$ cat src/rtl/logical_pkg.sv
// Shared types and helpers for the logic-unit result stage.
//   OP_AND/OP_OR/OP_XOR/OP_NOR : opcodes the logic unit actually implements
//   is_logic_op()               : 1 when an opcode is one of the four above
//   entry_t                     : one queued result with its precomputed flags
package logical_pkg;

    localparam int unsigned OPC_W    = 4;
    localparam int unsigned RESULT_W = 4;

    localparam logic [OPC_W-1:0] OP_AND = 4'b1000;
    localparam logic [OPC_W-1:0] OP_OR  = 4'b1001;
    localparam logic [OPC_W-1:0] OP_XOR = 4'b1010;
    localparam logic [OPC_W-1:0] OP_NOR = 4'b1011;

    typedef struct packed {
        logic [OPC_W-1:0]    opcode;
        logic [RESULT_W-1:0] result;
        logic                zero;
        logic                parity;
        logic                illegal;
    } entry_t;

    function automatic logic is_logic_op(input logic [OPC_W-1:0] opcode);
        return (opcode == OP_AND) || (opcode == OP_OR) ||
               (opcode == OP_XOR) || (opcode == OP_NOR);
    endfunction

endpackage

$ cat src/rtl/logical_result_stage_if.sv
// Producer/consumer bus of the logic-unit result stage.
//   in_valid/in_ready/in_result/in_opcode     : capture side (from logic unit)
//   out_valid/out_ready/out_result/out_opcode : delivery side (to consumer)
//   out_zero/out_parity/out_illegal           : flags of the head entry
// master = the environment around the stage, slave = the stage itself.
interface logical_result_stage_if
    import logical_pkg::*;
#(
    parameter int unsigned WIDTH = RESULT_W
);
    logic             in_valid;
    logic             in_ready;
    logic [WIDTH-1:0] in_result;
    logic [OPC_W-1:0] in_opcode;

    logic             out_valid;
    logic             out_ready;
    logic [WIDTH-1:0] out_result;
    logic [OPC_W-1:0] out_opcode;
    logic             out_zero;
    logic             out_parity;
    logic             out_illegal;

    modport master (
        output in_valid, in_result, in_opcode, out_ready,
        input  in_ready, out_valid, out_result, out_opcode,
               out_zero, out_parity, out_illegal
    );

    modport slave (
        input  in_valid, in_result, in_opcode, out_ready,
        output in_ready, out_valid, out_result, out_opcode,
               out_zero, out_parity, out_illegal
    );
endinterface

$ cat src/rtl/logical_fifo_mem.sv
// Entry storage for the result stage: DEPTH x entry_t registers,
// one synchronous write port and one asynchronous read port.
// Storage is deliberately not reset; validity is tracked by the owner.
//   clk   : clock
//   we    : write enable
//   waddr : write slot
//   wdata : entry to store
//   raddr : read slot
//   rdata : entry at raddr (combinational)
module logical_fifo_mem
    import logical_pkg::*;
#(
    parameter int unsigned DEPTH = 4,
    parameter int unsigned PTR_W = $clog2(DEPTH)
) (
    input  logic             clk,
    input  logic             we,
    input  logic [PTR_W-1:0] waddr,
    input  entry_t           wdata,
    input  logic [PTR_W-1:0] raddr,
    output entry_t           rdata
);

    entry_t mem [DEPTH];

    // Write port
    always_ff @(posedge clk) begin
        if (we) begin
            mem[waddr] <= wdata;
        end
    end

    // Asynchronous read of the head slot
    assign rdata = mem[raddr];

endmodule

$ cat src/rtl/logical_result_stage.sv
// Output stage behind the 4-bit logic unit: queues {opcode, result, flags}
// in a small FIFO and hands entries to a back-pressuring consumer.
//   clk, rst : clock, asynchronous active-high reset
//   bus      : logical_result_stage_if.slave (capture + delivery handshakes)
//   count    : current occupancy (0..DEPTH)
// Optional feature macro LOGICAL_RESULT_STATS_EN adds:
//   stat_clr     : synchronous clear of both statistics counters
//   stat_pushed  : saturating count of accepted pushes
//   stat_illegal : saturating count of accepted pushes with an illegal opcode
// WIDTH must equal logical_pkg::RESULT_W (the stored entry width).
module logical_result_stage
    import logical_pkg::*;
#(
    parameter int unsigned WIDTH = RESULT_W,
    parameter int unsigned DEPTH = 4
) (
    input  logic                   clk,
    input  logic                   rst,
    logical_result_stage_if.slave  bus,
    output logic [$clog2(DEPTH):0] count
`ifdef LOGICAL_RESULT_STATS_EN
    ,
    input  logic                   stat_clr,
    output logic [15:0]            stat_pushed,
    output logic [15:0]            stat_illegal
`endif
);

    localparam int unsigned PTR_W  = $clog2(DEPTH);
    localparam int unsigned CNT_W  = PTR_W + 1;
    localparam int unsigned STAT_W = 16;

    logic [PTR_W-1:0] wr_ptr;
    logic [PTR_W-1:0] rd_ptr;
    logic             push;
    logic             pop;
    entry_t           wr_entry;
    entry_t           rd_entry;

    // Handshake qualifiers; in_ready depends on occupancy only
    assign bus.in_ready  = (count != CNT_W'(DEPTH));
    assign bus.out_valid = (count != CNT_W'(0));
    assign push          = bus.in_valid && bus.in_ready;
    assign pop           = bus.out_valid && bus.out_ready;

    // Flags are derived once at capture and travel with the entry
    always_comb begin
        wr_entry         = '0;
        wr_entry.opcode  = bus.in_opcode;
        wr_entry.result  = RESULT_W'(bus.in_result);
        wr_entry.zero    = (bus.in_result == WIDTH'(0));
        wr_entry.parity  = ^bus.in_result;
        wr_entry.illegal = !is_logic_op(bus.in_opcode);
    end

    logical_fifo_mem #(
        .DEPTH (DEPTH),
        .PTR_W (PTR_W)
    ) u_mem (
        .clk   (clk),
        .we    (push),
        .waddr (wr_ptr),
        .wdata (wr_entry),
        .raddr (rd_ptr),
        .rdata (rd_entry)
    );

    // Pointers wrap naturally since DEPTH is a power of two
    always_ff @(posedge clk or posedge rst) begin
        if (rst) begin
            wr_ptr <= '0;
            rd_ptr <= '0;
            count  <= '0;
        end else begin
            if (push) begin
                wr_ptr <= wr_ptr + PTR_W'(1);
            end
            if (pop) begin
                rd_ptr <= rd_ptr + PTR_W'(1);
            end
            case ({push, pop})
                2'b10:   count <= count + CNT_W'(1);
                2'b01:   count <= count - CNT_W'(1);
                default: count <= count;
            endcase
        end
    end

    // Head presentation; forced to zero when nothing is queued
    always_comb begin
        bus.out_result  = '0;
        bus.out_opcode  = '0;
        bus.out_zero    = 1'b0;
        bus.out_parity  = 1'b0;
        bus.out_illegal = 1'b0;
        if (bus.out_valid) begin
            bus.out_result  = WIDTH'(rd_entry.result);
            bus.out_opcode  = rd_entry.opcode;
            bus.out_zero    = rd_entry.zero;
            bus.out_parity  = rd_entry.parity;
            bus.out_illegal = rd_entry.illegal;
        end
    end

`ifdef LOGICAL_RESULT_STATS_EN
    // Saturating statistics; a clear in the same cycle beats an increment
    always_ff @(posedge clk or posedge rst) begin
        if (rst) begin
            stat_pushed  <= '0;
            stat_illegal <= '0;
        end else if (stat_clr) begin
            stat_pushed  <= '0;
            stat_illegal <= '0;
        end else if (push) begin
            if (stat_pushed != '1) begin
                stat_pushed <= stat_pushed + STAT_W'(1);
            end
            if (wr_entry.illegal && (stat_illegal != '1)) begin
                stat_illegal <= stat_illegal + STAT_W'(1);
            end
        end
    end
`endif

endmodule
$ cat src/flat_wrapper.sv
// flat-port wrapper written by rule: the top's interface ports become plain ports
module logical_result_stage_flat import logical_pkg::*;
#(
    parameter int unsigned WIDTH = RESULT_W,
    parameter int unsigned DEPTH = 4
)
  (clk, rst, count, bus_in_valid, bus_in_result, bus_in_opcode, bus_out_ready, bus_in_ready, bus_out_valid, bus_out_result, bus_out_opcode, bus_out_zero, bus_out_parity, bus_out_illegal);
  logical_result_stage_if #(.WIDTH(WIDTH)) bus_i ();
  input  logic clk;
  input  logic rst;
  output logic [$clog2(DEPTH):0] count;
  input wire logic [$bits(bus_i.in_valid)-1:0] bus_in_valid;
  input wire logic [$bits(bus_i.in_result)-1:0] bus_in_result;
  input wire logic [$bits(bus_i.in_opcode)-1:0] bus_in_opcode;
  input wire logic [$bits(bus_i.out_ready)-1:0] bus_out_ready;
  output wire logic [$bits(bus_i.in_ready)-1:0] bus_in_ready;
  output wire logic [$bits(bus_i.out_valid)-1:0] bus_out_valid;
  output wire logic [$bits(bus_i.out_result)-1:0] bus_out_result;
  output wire logic [$bits(bus_i.out_opcode)-1:0] bus_out_opcode;
  output wire logic [$bits(bus_i.out_zero)-1:0] bus_out_zero;
  output wire logic [$bits(bus_i.out_parity)-1:0] bus_out_parity;
  output wire logic [$bits(bus_i.out_illegal)-1:0] bus_out_illegal;
  assign bus_i.in_valid = bus_in_valid;
  assign bus_i.in_result = bus_in_result;
  assign bus_i.in_opcode = bus_in_opcode;
  assign bus_i.out_ready = bus_out_ready;
  assign bus_in_ready = bus_i.in_ready;
  assign bus_out_valid = bus_i.out_valid;
  assign bus_out_result = bus_i.out_result;
  assign bus_out_opcode = bus_i.out_opcode;
  assign bus_out_zero = bus_i.out_zero;
  assign bus_out_parity = bus_i.out_parity;
  assign bus_out_illegal = bus_i.out_illegal;
  logical_result_stage #(.WIDTH(WIDTH), .DEPTH(DEPTH)) u_core (.clk(clk), .rst(rst), .bus(bus_i), .count(count));
endmodule
$ cat config.mk
export PLATFORM = sky130hd
export DESIGN_NAME = logical_result_stage_flat
export DESIGN_NICKNAME = d
export VERILOG_FILES = /design/src/rtl/logical_pkg.sv /design/src/rtl/logical_result_stage_if.sv /design/src/rtl/logical_fifo_mem.sv /design/src/rtl/logical_result_stage.sv /design/src/flat_wrapper.sv
export SDC_FILE = /design/constraint.sdc
export NUM_CORES = 1
export LEC_CHECK = 0
export ABC_AREA = 1
export CAP_MARGIN = 20
export CORE_UTILIZATION = 50
export CTS_CLUSTER_SIZE = 12
export DETAILED_ROUTE_END_ITERATION = 12
export DONT_BUFFER_PORTS = 1
export PLACE_DENSITY = 0.68
export SLEW_MARGIN = 5
export SYNTH_ARGS = -nofsm -noshare
export SYNTH_HDL_FRONTEND = slang
export SYNTH_SLANG_ARGS = --single-unit
$ cat constraint.sdc
create_clock -name clk -period 1.8 [get_ports clk]
set_input_delay 0.18 -clock clk [delete_from_list [all_inputs] [get_ports clk]]
set_output_delay 0.18 -clock clk [all_outputs]
set_load 0.005 [all_outputs]
==> results of run 1 <==
==> routing by layer <==
layer  share of wire, %  track usage (%)  vias up  wire (um)
li1                   -                -      793          -
met1                 41             23.1      717       1870
met2                 52             32.0       33       2330
met3                5.6             5.25        6        254
met4                1.3             5.88        0         58
met5                  0                0        -          0
==> cell usage after synthesis <==
library cell  count
inv_1            64
nand2_1          49
edfxtp_1         44
nand3_1          19
nand2_2          11
a21oi_2          10
nand3_2           9
dfrtp_1           7
ha_1              7
buf_6             4
nor2_1            4
buf_2             3
inv_2             2
o21ai_0           2
xnor2_1           2
a21oi_1           1
buf_4             1
fa_1              1
inv_4             1
nand4_1           1
xor2_1            1
==> timing repair <==
action,CTS,global route
gates resized for setup,1,6
pin swaps,0,1
setup buffers,0,1
endpoints found under the setup margin,1,2
hold buffers,9,0
hold endpoints to repair,39,0
==> report_power, final <==
group	switching (W)	internal [W]	leakage, nW	total (W)
logic	0.00115	0.000652	0.774	0.00180
clock network	0.000372	0.000554	0.0644	0.000926
registers	0.000118	0.00158	0.487	0.00170
==> sequential cells by signal (all words and copies together) (netlist names) <==
name              flops
u_core.rd_ptr         2
u_core.u_mem.mem     44
u_core.count          3
u_core.wr_ptr         2
==> area by class of cell <==
cell class                 instances  share of cell area [%]
sequential                        51                    52.1
multi-input combinational        117                    24.6
tap                               67                    2.92
timing repair buffer              23                    6.79
inverter                          67                    8.84
clock inverter                     3                    2.35
clock buffer                       5                    2.40
==> cells by family (layout without fill, tap and decap cells) <==
family                   Yosys count  in the layout
flip-flops                        51             51
buffers and inverters             75             98
adder cells (fa/ha/maj)            8              8
XOR/XNOR                           3              3
AND/OR/NAND/NOR                   93             93
AO/OA/AOI/OAI                     13             13
==> per-stage QoR <==
| stage | cell area, um2 | util [%] |
|---|---|---|
| 2_1_floorplan | 2510 | - |
| 3_3_place_gp | 2630 | 54.9 |
| 3_5_place_dp | 2630 | 54.9 |
| 4_1_cts | 2850 | 59.6 |
| 5_1_grt | 2870 | 60.0 |
| 6_report | 2870 | 60.0 |
==> critical path, delay by kind of cell (launching register included) <==
| family | cells | cell delay (ps) |
|---|---|---|
| flip-flops | 1 | 420 |
| adder cells (fa/ha/maj) | 2 | 530 |
| buffers and inverters | 3 | 230 |
| AND/OR/NAND/NOR | 6 | 450 |
==> worst max-delay path by stage <==
stage / from / end / slack [ps]
after floorplan: u_core.count[1]$_DFFE_PP0P_ / u_core.count[2]$_DFFE_PP0P_ / 40
final: u_core.count[1]$_DFFE_PP0P_ / u_core.count[2]$_DFFE_PP0P_ / 60
after global placement: u_core.count[1]$_DFFE_PP0P_ / u_core.count[2]$_DFFE_PP0P_ / 110
after global routing: u_core.count[1]$_DFFE_PP0P_ / u_core.count[2]$_DFFE_PP0P_ / -40
after detailed placement: u_core.count[1]$_DFFE_PP0P_ / u_core.count[2]$_DFFE_PP0P_ / 10
after CTS: u_core.count[2]$_DFFE_PP0P_ / u_core.count[2]$_DFFE_PP0P_ / 3
==> reports/qor.yml, run 1 <==
status: "complete, no violations"
syn_inst: 243
path_class: "reg2reg"
core_um2: 4790
grt_max_degree: 24
grt_pass1_wl_um: 7140
synthMuxAreaShare_pct: 0
r2r_start: "u_core.count[1]$_DFFE_PP0P_"
timing.final.crit_share_pct: 96.8
yosys.area.top_type: "edfxtp_1"
p_leak_nw: 1.33
rows: 25
ff2ff_setup_slack_ps: 60
crit_fanout: 4
rsz0062_at_grt: "yes"
end_kind: "flip-flop"
most-common-layout-cells: "62 x inv_1, 48 x nand2_1, 44 x edfxtp_1"
ant_nets: 0
synth-compound-area-share_pct: 4.08
min_from: "bus_in_valid"
holdWs_ps: 3.98
cpMaxStageDelayCell: "dfrtp_1"
viasPerCell: 4.65
finalMaxSlewViolations: 0
p_total_w: 0.00443
slew_headroom_pct: 78.5
fin_tns_setup_ps: 0
yosys_warnings: 0
drive_above_1_share_pct: 22.9
initial_core_util_pct: 52.5
whs_path_depth: 2
die_w_um: 72.9
placed_cells: 315
whs_endpoint: "u_core.wr_ptr[1]$_DFFE_PP0P_"
cts_buffer_depth: 2
routed_wirelength_um: 4510
clkTransAtPathRegs_ps: 100
synth_cell_types: 21
grt_pass1_vias: 1441
htreeDepth: 2
worstPathCellList: "inv_2, nand3_2, nand2_2, inv_1, ha_1, inv_1, fa_2, nand2_1, nand3_1, nand2_1, nand2_1"
layout_commonest_cell: "inv_1"
synth-simple-area-share_pct: 18.3
clock_latency_ps: 310
rr_worst_depth: 11
required_ps: 2010
register_area_um2: 1500
synth_adder_area_share_pct: 4.28
cts.sinks: 51
syn_area_um2: 2510
grt_antenna_before_repair: 0
cap_violations: 0
startpoint_type: "flip-flop"
period_needed_ps: 1740
critPathMaxStageDelay_ps: 420
place_congestion: 0.782
synth_area_leaders: "edfxtp_1 53%, inv_1 9.6%, nand2_1 7.3%"
grt_util_all_layers_pct: 18.7
synth_top_family_by_area: "simple AND/OR/NAND/NOR gates"
fmax_ghz: 0.574
hpwl_um: 2860
hold_class: "in2reg"
syn_avg_cell_area_um2: 10.3
syn2layout_area_growth_pct: 14.3
fin_cells: 333
synth_xor_xnor_area_share_pct: 1.05
wl_per_cell_um: 13.5
grt_overflow: 0
synth_top_area_share_pct: 52.6
synth_seq_cells: 51
design.portCount: 28
vias: 1549
crit_top_cell: "nand2_1"
antenna_cells: 0
finalSetupViolations: 0
die_h_um: 72.9
n_fill_cell: 407
ys_seq_area_share_pct: 59.5
hold_violations: 0
dpl_worst_slack_ps: 12.0
first_pass_iters: 4
ir_worst_vdd_mv: 0.777
die_area_um2: 5320
crit_arrival_ps: 1950
final.setup_skew_ps: 11.3
cts_buffers: 5
fin_ws_ps: 58.2
multi_input_area_um2: 706
nNetsFinal: 285
cts_tree: "yes"
tightest_slew_ps: 323
drc: 0
worstReg2RegEnd: "u_core.count[2]$_DFFE_PP0P_"
power.density_nw_per_um2: 1540
cts_root_buf: "clkbuf_8"
port_buffers: 0
synth_nets: 263
drtIter0Drc: 79
No activity file was read; power rests on OpenSTA's default activity.
==> run 2: changes to the inputs <==
Settings changed: ABC_AREA 1 to 0.
==> run 2 against run 1 <==
- wire length down 20%
- clock power down 32%
- core utilization up 2.4 points
- highest routed layer unchanged
- clock skew down 8.1 ps
- non-clock buffer count up 4
- the run now ends with setup timing left
- hold slack better by 52 ps
- clock-buffer cell count up 1
- final area down 12%
- final cell count down 41%
- register-to-register slack worse by 250 ps
- sequential share of layout area up 7.0 points
==> reports/qor.yml, run 2 <==
status: "complete, but fails checks"  # was complete, no violations
violations: "setup timing"
drtIter0Drc: 54  # was 79
cts_buffer_depth: 2  # unchanged
drc: 0  # unchanged
synth.most_common_cell: "edfxtp_1"  # was inv_1
intPower_w: 0.00268  # was 0.00279 W
synth_flop_cell: "edfxtp_1"  # unchanged
clock_latency_ps: 290  # was 310 ps
htreeDepth: 2  # unchanged
hold_violations: 0  # unchanged
antenna_cells: 0  # unchanged
ff2ff_setup_slack_ps: -190  # was 60 ps
cts_tree: "yes"  # unchanged
port_buffers: 0  # unchanged
rows: 23  # was 25
p_leak_nw: 0.951  # was 1.33 nW
hpwl_um: 2370  # was 2860 um
syn_avg_cell_area_um2: 18.5  # was 10.3 um2
clockPowerShare_pct: 16.4  # was 20.9%
largest_reg_flops: 44  # unchanged
period_needed_ps: 1990  # was 1740 ps
most-common-layout-cells: "44 x edfxtp_1, 16 x buf_4, 12 x and2_1"  # was 62 x inv_1, 48 x nand2_1, 44 x edfxtp_1
critPathMaxStageDelay_ps: 420  # about the same
die_w_um: 67.5  # was 72.9 um
cts.sinks: 51  # unchanged
syn_area_um2: 2140  # was 2510 um2
crit_arrival_ps: 2210  # was 1950 ps
fin_tns_setup_ps: -314  # was 0 ps
cap_violations: 0  # unchanged
crit_fanout: 3  # was 4
clkTransAtPathRegs_ps: 80  # was 100 ps
vias: 1037  # was 1549
p_total_w: 0.00381  # was 0.00443 W
synth_area_leaders: "edfxtp_1 62%, mux4_2 12%, dfrtp_1 8.2%"  # was edfxtp_1 53%, inv_1 9.6%, nand2_1 7.3%
syn2layout_area_growth_pct: 18.1  # was 14.3%
async_reset_ff_share_pct: 13.7  # unchanged
grt_pass1_vias: 1129  # was 1441
final.setup_skew_ps: 3.26  # was 11.3 ps
fin_cells: 198  # was 333
first_pass_iters: 4  # unchanged
yosys_warnings: 0  # unchanged
routed_wirelength_um: 3610  # was 4510 um
path_buf_inv: 2  # was 3
ant_nets: 0  # unchanged
power.density_nw_per_um2: 1510  # was 1540 nW/um2
grt_overflow: 0  # unchanged
startpoint_type: "flip-flop"  # unchanged
viasPerCell: 5.24  # was 4.65
grt_pass1_wl_um: 5620  # was 7140 um
cp.depth: 9  # was 11
drive_above_1_share_pct: 31.1  # was 22.9%
synth_common_cells: "44 x edfxtp_1, 13 x and2_1, 11 x inv_1, 11 x mux4_2"  # was 64 x inv_1, 49 x nand2_1, 44 x edfxtp_1, 19 x nand3_1, 11 x nand2_2
fmax_ghz: 0.502  # was 0.574 GHz
whs_path_depth: 2  # unchanged
path_class: "reg2reg"  # unchanged
cts_buffers: 5  # unchanged
layout_commonest_cell: "edfxtp_1"  # was inv_1
synth_seq_cells: 51  # unchanged
ys_seq_area_share_pct: 69.8  # was 59.5%
nNetsFinal: 167  # was 285
synth_edf_count: 44  # unchanged
die_area_um2: 4550  # was 5320 um2
yosys.area.top_type: "edfxtp_1"  # unchanged
hold_class: "in2reg"  # unchanged
synth_top_area_share_pct: 61.6  # was 52.6%
rr_worst_depth: 9  # was 11
reg_top3: "u_core.u_mem.mem: 44 flops, u_core.count: 3 flops"  # unchanged
place_congestion: 0.659  # was 0.782
syn_inst: 116  # was 243
grt_util_all_layers_pct: 18.2  # was 18.7%
core_um2: 4060  # was 4790 um2
cts_root_buf: "clkbuf_8"  # unchanged
synth_nets: 136  # was 263
finalMaxSlewViolations: 0  # unchanged
cpLargestDelayFamily: "simple AND/OR/NAND/NOR gates"  # was adder cells
placed_cells: 178  # was 315
regMostFlops: "u_core.u_mem.mem"  # unchanged
rsz0062_at_grt: "yes"  # unchanged
end_kind: "flip-flop"  # unchanged
p_sw_share_pct: 29.7  # was 37.0%
required_ps: 2020  # was 2010 ps
slew_headroom_pct: 61.5  # was 78.5%
design.portCount: 28  # unchanged
wl_per_cell_um: 18.2  # was 13.5 um
power_switching_w: 0.00113  # was 0.00164 W
timing.final.crit_share_pct: 111  # was 96.8%
synth_cell_types: 21  # unchanged
fin_ws_ps: -192  # was 58.2 ps
cpMaxStageDelayCell: "dfrtp_1"  # unchanged
finalSetupViolations: 2  # was 0
initial_core_util_pct: 52.8  # was 52.5%
grt_max_degree: 16  # was 24
die_h_um: 67.5  # was 72.9 um
grt_antenna_before_repair: 0  # unchanged
tightest_slew_ps: 578  # was 323 ps
fin_util_pct: 62.4  # was 60.0%
dpl_worst_slack_ps: -192  # was 12.0 ps
worstPathCellList: "or3b_4, and2_4, inv_2, ha_4, inv_2, fa_2, xor2_1, nor2_1, xor2_1"  # was inv_2, nand3_2, nand2_2, inv_1, ha_1, inv_1, fa_2, nand2_1, nand3_1, nand2_1, nand2_1
pwr-share-seq_pct: 44.5  # was 38.4%
ir_worst_vdd_mv: 0.856  # was 0.777 mV
combPwrFrac_pct: 39.1  # was 40.7%
[run 2: changes by cell type after synthesis, moves of 11 or more]
cell     previous run  this run
inv_1              64        11
nand2_1            49         0
nand3_1            19         1
and2_1              0        13
mux4_2              0        11
nand2_2            11         0
[run 2: routing by layer]
| layer | vias up | wire (um) | GRT usage, % |
|---|---|---|---|
| met4 | 0 | 42 | 7.18 |
| met5 | - | 0 | 0 |
| li1 | 487 | - | - |
| met1 | 524 | 1380 | 20.0 |
| met2 | 21 | 2020 | 32.5 |
| met3 | 5 | 167 | 5.24 |
[run 2: layout make-up]
class	instances	area, um2
clock inverter	2	12.5
sequential	51	1500
tap	50	62.6
multi-input combinational	51	613
inverter	11	41.3
fill	297	1530
timing repair buffer	27	233
clock buffer	6	72.6
[run 2: metrics by stage]
| stage | hold WS (ps) | instance area [um2] |
|---|---|---|
| 6_report | 55.5 | 2530 |
| 5_1_grt | 59.5 | 2530 |
| 3_5_place_dp | 31.1 | 2320 |
| 2_1_floorplan | -16.6 | 2160 |
| 4_1_cts | 49.2 | 2530 |
| 3_3_place_gp | 18.7 | 2320 |
[run 2: worst reg2reg max path, stage by stage (launching register included)]
cell	delay [ps]
dfrtp_1	420
or3b_4	390
and2_4	170
inv_2	60
ha_4	130
inv_2	30
fa_2	330
xor2_1	150
nor2_1	110
xor2_1	140
[run 2: final timing paths]
path,from,to
max,u_core.count[1]$_DFFE_PP0P_,u_core.count[2]$_DFFE_PP0P_
min,bus_out_ready,u_core.rd_ptr[1]$_DFFE_PP0P_
max reg2reg,u_core.count[1]$_DFFE_PP0P_,u_core.count[2]$_DFFE_PP0P_
min reg2reg,u_core.wr_ptr[1]$_DFFE_PP0P_,u_core.wr_ptr[1]$_DFFE_PP0P_
max in group asynchronous,rst,u_core.rd_ptr[1]$_DFFE_PP0P_
min in group asynchronous,rst,u_core.rd_ptr[0]$_DFFE_PP0P_
[run 2: cells by family (layout without fill, tap and decap cells)]
family        after synthesis  count (layout)  share of synthesized area [%]
buf+inv                    14              46                           2.69
mux                        13              13                           12.7
fa+ha+maj                   8               8                           5.02
simple gates               23              23                           6.89
xor+xnor                    7               7                           2.86
flops                      51              51                           69.8
[run 2: power by group through the flow]
stage | logic [W] | registers (W) | clock network [W]
after floorplan | 0.000973 | 0.00172 | 0
after global placement | 0.00138 | 0.00170 | 0
after detailed placement | 0.00141 | 0.00173 | 0
after CTS | 0.00152 | 0.00170 | 0.000645
after global routing | 0.00168 | 0.00172 | 0.000696
final | 0.00149 | 0.00170 | 0.000626
[run 2: timing repair]
action                                 4_1_cts  5_1_grt
setup endpoints to repair                    2       24
endpoints found under the hold margin       39        0
resized for setup                            3        2
hold buffers                                 9        0
pin swaps                                    7        0
cloned                                       0        0
setup buffers                                3        0
==> run 3: changes to the inputs <==
Settings changed: REMOVE_ABC_BUFFERS set to 1.
==> run 3 against run 2 <==
- the flow still finishes with violations (setup timing)
- largest cell class unchanged
- critical path depth stayed put
- clock power fell by 1%
- non-clock buffer count is the same
- critical endpoint unchanged
- largest power group unchanged
- sequential share of layout area barely moved
- clock-buffer cell count rose by 1
==> reports/qor.yml, run 3 (synthesis results as in run 2) <==
placed_cell_area_um2: 2300  # was 2320 um2
rr_worst_depth: 9  # unchanged
crit_arrival_ps: 2140  # was 2210 ps
fmax_ghz: 0.514  # was 0.502 GHz
ff2ff_setup_slack_ps: -150  # was -190 ps
crit_fanout: 2  # was 3
place_congestion: 0.689  # was 0.659
stdcell_area_um2: 2530  # about the same
final.setup_skew_ps: 3.92  # was 3.26 ps
die_h_um: 67.5  # unchanged
initial_core_util_pct: 52.8  # unchanged
ir_worst_vdd_mv: 0.863  # was 0.856 mV
pwr-share-seq_pct: 44.5  # about the same
slew_headroom_pct: 59.5  # was 61.5%
nNetsFinal: 167  # unchanged
worstReg2RegEnd: "u_core.count[2]$_DFFE_PP0P_"  # unchanged
intPower_w: 0.00267  # was 0.00268 W
p_leak_nw: 0.955  # was 0.951 nW
hold_class: "in2reg"  # unchanged
layout_commonest_cell: "edfxtp_1"  # unchanged
end_kind: "flip-flop"  # unchanged
viasPerCell: 5.28  # was 5.24
power.density_nw_per_um2: 1500  # was 1510 nW/um2
grt_antenna_before_repair: 0  # unchanged
port_buffers: 0  # unchanged
register_area_um2: 1500  # unchanged
wl_per_cell_um: 17.4  # was 18.2 um
tightest_slew_ps: 608  # was 578 ps
clockPowerShare_pct: 16.3  # was 16.4%
die_w_um: 67.5  # unchanged
crit_start: "u_core.count[1]$_DFFE_PP0P_"  # unchanged
most-common-layout-cells: "44 x edfxtp_1, 15 x buf_4, 12 x and2_1"  # was 44 x edfxtp_1, 16 x buf_4, 12 x and2_1
rows: 23  # unchanged
vias: 1045  # was 1037
clkTransAtPathRegs_ps: 80  # about the same
timing.final.crit_share_pct: 108  # was 111%
path_class: "reg2reg"  # unchanged
clock_latency_ps: 300  # was 290 ps
drtIter0Drc: 54  # unchanged
grt_util_all_layers_pct: 17.6  # was 18.2%
whs_path_depth: 2  # unchanged
n_fill_cell: 297  # unchanged
fin_cells: 198  # unchanged
worstPathCellList: "or3b_4, and2_4, inv_2, ha_4, inv_2, fa_2, xor2_1, nor2_1, xor2_1"  # unchanged
rsz0062_at_grt: "yes"  # unchanged
fin_util_pct: 62.3  # was 62.4%
grt_max_degree: 15  # was 16
first_pass_iters: 4  # unchanged
fin_ws_ps: -147  # was -192 ps
combPwrFrac_pct: 39.2  # was 39.1%
drc: 0  # unchanged
cts_tree: "yes"  # unchanged
period_needed_ps: 1950  # was 1990 ps
multi_input_area_um2: 612  # was 613 um2
r2r_start: "u_core.count[1]$_DFFE_PP0P_"  # unchanged
status: "complete, but fails checks"  # unchanged
htreeDepth: 2  # unchanged
hpwl_um: 2230  # was 2370 um
cts_root_buf: "clkbuf_8"  # unchanged
cpMaxStageDelayCell: "or3b_4"  # was dfrtp_1
grt_overflow: 0  # unchanged
critPathMaxStageDelay_ps: 400  # was 420 ps
design.portCount: 28  # unchanged
finalMaxSlewViolations: 0  # unchanged
cts_buffers: 5  # unchanged
power_switching_w: 0.00112  # was 0.00113 W
cap_violations: 0  # unchanged
core_um2: 4060  # unchanged
cts.sinks: 51  # unchanged
crit_end: "u_core.count[2]$_DFFE_PP0P_"  # unchanged
die_area_um2: 4550  # unchanged
cts_buffer_depth: 2  # unchanged
finalSetupViolations: 2  # unchanged
drive_above_1_share_pct: 29.7  # was 31.1%
grt_pass1_vias: 1118  # was 1129
regMostFlops: "u_core.u_mem.mem"  # unchanged
required_ps: 1990  # was 2020 ps
p_sw_share_pct: 29.5  # was 29.7%
hold_violations: 0  # unchanged
grt_pass1_wl_um: 5390  # was 5620 um
ant_nets: 0  # unchanged
placed_cells: 178  # unchanged
largest_reg_flops: 44  # unchanged
violations: "setup timing"  # unchanged
routed_wirelength_um: 3450  # was 3610 um
startpoint_type: "flip-flop"  # unchanged
antenna_cells: 0  # unchanged
syn2layout_area_growth_pct: 18.0  # was 18.1%
reg_top3: "u_core.u_mem.mem: 44 flops, u_core.count: 3 flops"  # unchanged
-- run 3: cell count changes in the layout (fill, tap and decap cells not counted), sizes merged --
cell      change
clkbuf        +1
clkinvlp      -1
-- run 3: per-stage QoR --
stage	worst slack, ps	total power [W]	setup TNS, ps	hold WS, ps
2_1_floorplan	-295	0.00264	-496	-16.6
3_3_place_gp	-183	0.00308	-352	26.2
3_5_place_dp	-263	0.00311	-465	30.9
4_1_cts	-183	0.00383	-306	48.6
5_1_grt	-281	0.00406	-487	58.1
6_report	-147	0.00379	-278	54.1
-- run 3: cell type report --
type | count | share of cell area [%]
Clock buffer | 7 | 3.02
Inverter | 11 | 1.63
Multi-Input combinational cell | 51 | 24.2
Timing Repair Buffer | 27 | 9.35
Clock inverter | 1 | 0.198
Sequential cell | 51 | 59.1
Tap cell | 50 | 2.47
-- run 3: routing by layer --
layer  routed length [um]  GRT usage, %  vias up
li1                     -             -      487
met1                 1420          20.6      523
met2                 1780          29.5       29
met3                  199          5.91        6
met4                   53          7.18        0
met5                    0             0        -
-- run 3: worst min-delay path by stage --
stage                   from                            to  slack [ps]
2_1_floorplan            rst   u_core.count[0]$_DFFE_PP0P_         -20
3_3_place_gp             rst   u_core.count[2]$_DFFE_PP0P_          30
3_5_place_dp             rst   u_core.count[2]$_DFFE_PP0P_          30
4_1_cts        bus_out_ready  u_core.rd_ptr[1]$_DFFE_PP0P_          50
5_1_grt        bus_out_ready  u_core.rd_ptr[1]$_DFFE_PP0P_          60
6_report       bus_out_ready  u_core.rd_ptr[1]$_DFFE_PP0P_          50
-- run 3: what timing repair did --
item / CTS / global route
pin swaps: 6 / 1
setup endpoints to repair: 2 / 11
cloned: 0 / 0
hold buffers: 9 / 0
setup buffers: 3 / 0
endpoints found under the hold margin: 39 / 0
resized for setup: 8 / 2
-- run 3: worst max-delay path, delay by kind of cell, from the launching register on --
| kind | cells | cell delay [ps] |
|---|---|---|
| flops | 1 | 380 |
| simple gates | 3 | 610 |
| xor+xnor | 2 | 290 |
| buf+inv | 2 | 100 |
| fa+ha+maj | 2 | 460 |
-- run 3: power by group through the flow --
stage	combinational, W	sequential (W)	clock, W
after detailed placement	0.00140	0.00171	0
after global placement	0.00138	0.00170	0
after global routing	0.00167	0.00172	0.000674
after floorplan	0.000843	0.00179	0
after CTS	0.00151	0.00169	0.000631
final	0.00149	0.00169	0.000618
